$ cat config.mk
export PLATFORM = sky130hd
export DESIGN_NAME = store_router
export DESIGN_NICKNAME = d
export VERILOG_FILES = /design/src/rtl/store_router.sv
export SDC_FILE = /design/constraint.sdc
export NUM_CORES = 1
export LEC_CHECK = 0
export ABC_AREA = 1
export BUFFER_PORTS_ARGS = -buffer_cell sky130_fd_sc_hd__clkbuf_2
export CORE_ASPECT_RATIO = 0.7
export CORE_MARGIN = 3
export CORE_UTILIZATION = 50
export DETAILED_ROUTE_END_ITERATION = 16
export GPL_ROUTABILITY_DRIVEN = 0
export GPL_TIMING_DRIVEN = 0
export PLACE_DENSITY = 0.77
export SETUP_SLACK_MARGIN = 0.4
export SKIP_LAST_GASP = 1
export SLEW_MARGIN = 5
export SYNTH_ARGS = -nofsm -noshare
export SYNTH_HDL_FRONTEND = slang
export SYNTH_SLANG_ARGS = --single-unit
$ cat constraint.sdc
create_clock -name clk -period 5.2 [get_ports clk]
set_input_delay 0.26 -clock clk [delete_from_list [all_inputs] [get_ports clk]]
set_output_delay 0.26 -clock clk [all_outputs]
set_load 0.05 [all_outputs]
$ cat src/rtl/store_router.sv
// store_router: store-side address decoder and write router for the data bus.
// Data-memory stores are registered and forwarded in one cycle, output-window
// stores are queued in a first-word-fall-through FIFO and drained over a
// valid/ready handshake, and every other address is dropped and flagged.
module store_router #(
  parameter int unsigned MEM_WORDS  = 1024,
  parameter int unsigned OUT_BASE   = 1040,
  parameter int unsigned OUT_WORDS  = 4,
  parameter int unsigned FIFO_DEPTH = 4
) (
  input  logic        clk,
  input  logic        rst,
  input  logic        store_en,
  input  logic [31:0] address,
  input  logic [31:0] write_data,
  output logic        stall,
  output logic        mem_we,
  output logic [9:0]  mem_addr,
  output logic [31:0] mem_wdata,
  output logic        out_valid,
  output logic [31:0] out_data,
  output logic [1:0]  out_sel,
  input  logic        out_ready,
  output logic        store_fault
);

  localparam int unsigned PtrW = $clog2(FIFO_DEPTH);
  localparam int unsigned CntW = $clog2(FIFO_DEPTH + 1);

  localparam logic [31:0]     MemTop   = 32'(MEM_WORDS);
  localparam logic [31:0]     OutLo    = 32'(OUT_BASE);
  localparam logic [31:0]     OutHi    = 32'(OUT_BASE + OUT_WORDS);
  localparam logic [CntW-1:0] FullCnt  = CntW'(FIFO_DEPTH);

  // Address decode and handshake qualifiers
  logic memHit;
  logic outHit;
  logic faultHit;
  logic fifoFull;
  logic fifoEmpty;
  logic accept;
  logic doPush;
  logic doPop;
  logic [1:0] pushSel;

  // FIFO storage and bookkeeping
  logic [31:0]     fifoData [FIFO_DEPTH];
  logic [1:0]      fifoSel  [FIFO_DEPTH];
  logic [PtrW-1:0] wrPtr;
  logic [PtrW-1:0] rdPtr;
  logic [CntW-1:0] count;

  // Decode the store address and derive stall/push/pop for this cycle
  always_comb begin
    memHit    = (address < MemTop);
    outHit    = (address >= OutLo) && (address < OutHi);
    faultHit  = !memHit && !outHit;
    fifoFull  = (count == FullCnt);
    fifoEmpty = (count == '0);
    // stall looks only at occupancy, so a pop in the same cycle never
    // opens a slot for the stalled store
    stall     = store_en && outHit && fifoFull;
    accept    = store_en && !stall;
    doPush    = accept && outHit;
    doPop     = !fifoEmpty && out_ready;
    pushSel   = address[1:0] - OutLo[1:0];
  end

  // Head of queue is shown straight from storage
  always_comb begin
    out_valid = !fifoEmpty;
    out_data  = fifoData[rdPtr];
    out_sel   = fifoSel[rdPtr];
  end

  // Memory write port: one-cycle registered forward of accepted memory stores
  always_ff @(posedge clk or posedge rst) begin
    if (rst) begin
      mem_we    <= 1'b0;
      mem_addr  <= '0;
      mem_wdata <= '0;
    end else begin
      mem_we <= accept && memHit;
      if (accept && memHit) begin
        mem_addr  <= address[9:0];
        mem_wdata <= write_data;
      end
    end
  end

  // Fault flag: one-cycle pulse for a store that hits no window
  always_ff @(posedge clk or posedge rst) begin
    if (rst) begin
      store_fault <= 1'b0;
    end else begin
      store_fault <= store_en && faultHit;
    end
  end

  // FIFO storage: cleared on reset so the idle head reads as zero
  always_ff @(posedge clk or posedge rst) begin
    if (rst) begin
      for (int unsigned i = 0; i < FIFO_DEPTH; i++) begin
        fifoData[i] <= '0;
        fifoSel[i]  <= '0;
      end
    end else if (doPush) begin
      fifoData[wrPtr] <= write_data;
      fifoSel[wrPtr]  <= pushSel;
    end
  end

  // FIFO pointers and occupancy; pointers wrap modulo the depth
  always_ff @(posedge clk or posedge rst) begin
    if (rst) begin
      wrPtr <= '0;
      rdPtr <= '0;
      count <= '0;
    end else begin
      if (doPush) begin
        wrPtr <= wrPtr + PtrW'(1);
      end
      if (doPop) begin
        rdPtr <= rdPtr + PtrW'(1);
      end
      case ({doPush, doPop})
        2'b10:   count <= count + CntW'(1);
        2'b01:   count <= count - CntW'(1);
        default: count <= count;
      endcase
    end
  end

endmodule

# Yosys cells after proc, flatten, opt, wreduce, memory -nomap -nowiden
# Cells that the tools add are included.
[op_classes] n_addsub=4 n_lt_le_gt_ge=6 n_eq_ne=3 muxes=13 n_bitwise=2 reduce_logical=16
[op_table] cell="$bwmux 128" n=1
[op_table] cell="$mux 32" n=3
[op_table] cell="$bmux 32 s2" n=1
[op_table] cell="$demux 32 s2" n=1
[op_table] cell="$lt 32x11->1 const B" n=2
[op_table] cell="$ge 32x11->1 const B" n=1
[op_table] cell="$logic_and 1x1->1" n=10
[op_table] cell="$bwmux 8" n=1
[op_table] cell="$ge 3x3->1 const B" n=2
[op_table] cell="$mux 2" n=3
[op_table] cell="$not 2->3" n=2
[op_table] cell="$pmux 3 s2" n=1
[op_table] cell="$add 2x1->2 const B" n=2
[op_table] cell="$bmux 2 s2" n=1
[op_table] cell="$demux 2 s2" n=1
[op_table] cell="$logic_not 1->1" n=4
[op_table] cell="$add 3x1->3 const B" n=1
[op_table] cell="$eq 3x3->1 const B" n=1
[op_table] cell="$logic_not 3->1" n=1
[op_table] cell="$lt 3x1->1 const B" n=1
[op_table] cell="$sub 3x1->3 const B" n=1
[op_table] cell="$eq 2x1->1 const B" n=1
[op_table] cell="$eq 2x2->1 const B" n=1
[op_table] cell="$reduce_bool 2->1" n=1
[word_totals] register_bits=187 input_bits=68 output_inout_bits=80 word_cells=59

# Logic depth before layout (Yosys ltp)
[logic_depth] word_depth=9 mapped_depth=13 mapped_depth_nobuf=13

# Worst setup path after synthesis
# No wires, ideal clock.
[synth_path] path_type="reg-to-output" start="register rdPtr[0]" end="output port out_data[22]" t_arrival_ns=1.981 required_ns=4.940 path_slack_ns=2.959 path_stages_with_launch=7 path_buffers=3 path_cell_list="dfrtp_1 -> clkbuf_1 -> inv_1 -> clkbuf_1 -> clkbuf_1 -> nor2_1 -> o22ai_1"
[synth_between] elab_chain_cells=4
[synth_rtl] element="start: declaration" line="50" rtl="logic [PtrW-1:0] rdPtr;"
[synth_rtl] element="start signal: assignment" line="124" rtl="rdPtr <= rdPtr + PtrW'(1);"
[synth_rtl] element="$not 2->3 (implied by the code)" line="72" rtl="out_data = fifoData[rdPtr];"
[synth_rtl] element="$bmux 32 s2" line="72"
[synth_rtl] element="$mux 32 (implied by the code) (2 in series)" line="72"
[synth_rtl] element="end: declaration" line="21" rtl="output logic [31:0] out_data,"
# No other way between the ends. The select of a mux whose other input is x is not followed.

# Final worst setup path
[layout_path] start="register rdPtr[0]" end="output port out_data[24]"
# Same word-level chain as after synthesis.

==> flow_summary.yaml <==
global_route:
  track_usage: 0.2644
  number_of_antenna_violations_at_the_first_check_in_global_routing: 0
  global_route.overflow_total: 0
  via_count_of_the_first_global_routing_pass: 7179
  first_pass_grt_wire_length_um: 38540
  grt_start_max_net_pins: 39
min_path:
  hold_end: "mem_addr[3]$_DFFE_PP0P_"
  hp-start: "address[3]"
  hold-path-cell-count: 3
  hold_class: "primary input to register"
sta:
  final.min_clock_period_ns: 3.136
  holdWs_ns: 0.06854
  period_share: 0.6032
  max_freq_ghz: 0.3188
  totalNegativeSetupSlack_ns: 0
  worst_slew_pin_slew_ns: 0.6826
  setup_viol_count_final: 0
  timing.final.max_slew_violations: 0
  finalHoldViolations: 0
  setup_skew_ns: 0.008629
  rsz0062_at_grt: "no"
  slew_headroom: 0.5450
setup_path:
  path_max_fanout: 10
  worstRegToRegCells: 9
  regToRegStartpoint: "count[1]$_DFFE_PP0P_"
  critPathKind: "register to primary output"
  timing.critical_path.required_ns: 4.94
  reg2reg_setup_slack_ns: 2.98
  cp-end-kind: "primary output"
  reg2reg_to: "count[2]$_DFFE_PP0P_"
  worstPathArrival_ns: 2.88
  timing.critical_path.from_type: "register"
die:
  placeableCoreArea_um2: 16540
  fp.dieArea_um2: 18790
  start_util: 0.5186
  chipWidth_um: 162.6
  core.rowCount: 39
  die_height_um: 115.6
  top_level_ports: 148
layout:
  design.final.nets: 1289
  drive_above_1_share: 0.1819
  antenna-diode-count: 0
  synthToLayoutAreaGrowth_pct: 19.37
  finalInstanceArea_um2: 10240
clock_tree:
  postCtsResizedCells: 0
  clk_pin_slew_ns: 0.07
  max-clock-path-buffers: 2
  worstSkewPairLatency_ns: 0.43
  numCtsBuffers: 17
  cts.sinks: 187
  clk_root_buffer_cell: "sky130_fd_sc_hd__clkbuf_16"
  h-tree-depth: 4
  clock_tree_from_tritoncts: "done"
synth:
  synth_adder_area_share: 0.009625
  synth_seq_area_share: 0.5454
  yosys.cell_types.count: 27
  synth.ff_latch_count: 187
  yosys-mux-area-fraction: 0
  synth_nets: 1118
  ys.warnings.count: 0
  synth_top_family_by_area: "simple AND/OR/NAND/NOR gates"
  post_syn_area_um2: 8579
  yosys.area_share.xor_xnor: 0.003063
  area_fraction_in_compound_gates_after_synthesis: 0.06679
  synthesis.instances: 1044
  syn_area_per_cell_um2: 8.218
  synth_simple_gate_area_frac: 0.3156
flow_run:
  cap_viol_max_count: 0
drt:
  total_detailed_routing_wirelength_um: 24350
  firstDrtPassIters: 5
  final_antenna_net_count: 0
  avgViaCountPerCell: 5.311
  route.detailed.drc: 0
  vias_after_detailed_routing: 7706
  drt-wirelength-per-cell_um: 16.78
  detail_route.iter0.violations: 794
place:
  placement.io_buffers: 146
  detailedPlacementHpwl_um: 16890
  placedInstanceArea_um2: 9696
pwr:
  ir_drop_mv: 0.2892
  static-leakage-power_nw: 5.747
  power_per_cell_area_nw_per_um2: 435.3
outcome:
  outcome: "finished, final reports clean"
## how the worst max path moves through the flow
| stage | depth (start not counted) | slack [ns] | to | startpoint |
|---|---|---|---|---|
| 2_1_floorplan | 1 | 2.53 | count[0]$_DFFE_PP0P_ | rst |
| 3_3_place_gp | 2 | 1.38 | mem_addr[5]$_DFFE_PP0P_ | rst |
| 3_5_place_dp | 7 | 2.63 | out_data[26] | rdPtr[0]$_DFFE_PP0P_ |
| 4_1_cts | 7 | 2.11 | out_data[24] | rdPtr[0]$_DFFE_PP0P_ |
| 5_1_grt | 7 | 1.98 | out_data[24] | rdPtr[0]$_DFFE_PP0P_ |
| 6_report | 7 | 2.06 | out_data[24] | rdPtr[0]$_DFFE_PP0P_ |
## layout make-up
cell class	count	area [um^2]
repair buffers	152	840.8
multi-input cells	773	3390
plain buffers	63	431.7
flip-flops and latches	187	4679
clock buffers	29	530.5
fillers	1461	6301
clock inverters	1	5.005
well taps	225	281.5
inverters	21	82.58
## synth_stat cells, drive strengths merged
master / count / area share
fa: 1 / 0.0023
ha: 5 / 0.0073
inv: 21 / 0.0092
nor3b: 1 / 0.00088
o21ai: 71 / 0.041
nand2: 508 / 0.22
a21oi: 1 / 0.00058
dfrtp: 187 / 0.55
o22ai: 34 / 0.025
xnor2: 1 / 0.0010
or2: 1 / 0.00073
clkbuf: 33 / 0.016
nand3: 4 / 0.0050
nand4: 47 / 0.037
buf: 30 / 0.035
nor2: 97 / 0.049
xor2: 2 / 0.0020
## repair_timing
action,in CTS,in global routing
endpoints found under the setup margin,0,0
endpoints found under the hold margin,18,0
hold buffers,1,0
buffers inserted,0,0
## power by group
group          internal [W]  switching [W]
Clock              0.000684       0.000528
Sequential          0.00148      0.0000244
Combinational      0.000388        0.00136
Total               0.00255        0.00191
## flip-flops by register name, summed over array words and instances, names as in the netlist
name,flops
count,3
fifoData,128
fifoSel,8
mem_addr,10
mem_wdata,32
mem_we,1
rdPtr,2
store_fault,1
wrPtr,2
## worst max-delay path, cell delays in order, from the launching register on
cell	delay, ns
sky130_fd_sc_hd__dfrtp_1	0.37
sky130_fd_sc_hd__clkbuf_1	0.21
sky130_fd_sc_hd__inv_1	0.23
sky130_fd_sc_hd__clkbuf_1	0.42
sky130_fd_sc_hd__clkbuf_1	0.48
sky130_fd_sc_hd__nor2_1	0.12
sky130_fd_sc_hd__o22ai_1	0.27
sky130_fd_sc_hd__clkbuf_2	0.33
## cell usage in the layout (no fill, tap or decap), drive strengths merged
cell type / instances
dlygate4sd3: 1
clkinvlp: 1
nand2: 508
a21oi: 1
o22ai: 34
ha: 5
or2: 1
inv: 20
xnor2: 1
xor2: 2
buf: 35
dfrtp: 187
fa: 1
nor3b: 1
clkbuf: 208
nor2: 97
clkinv: 1
nand4: 47
nand3: 4
o21ai: 71
## kinds of logic after synthesis
group,after synthesis
xor+xnor,3
fa+ha+maj,6
simple gates,658
compound gates,106
flops,187
buf+inv,84
## metal layers
metal  GRT usage  routed length [um]  vias up
met1      0.3990               10980     3659
met3     0.06824                2450       30
met4     0.06197                 372        0
met5           0                   0        -
met2      0.3864               10550      347
li1            -                   -     3670
## through the flow
step                  util  instances  setup slack [ns]  power, W
detailed placement  0.5861       1420             2.632  0.003253
global route        0.6191       1451             1.983  0.004636
floorplan                -       1044             2.534  0.002762
CTS                 0.6191       1451             2.110  0.004457
finish              0.6191       1451             2.064  0.004457
global placement    0.5801       1415             1.375  0.003234
Power figures use the tool's default switching activity.
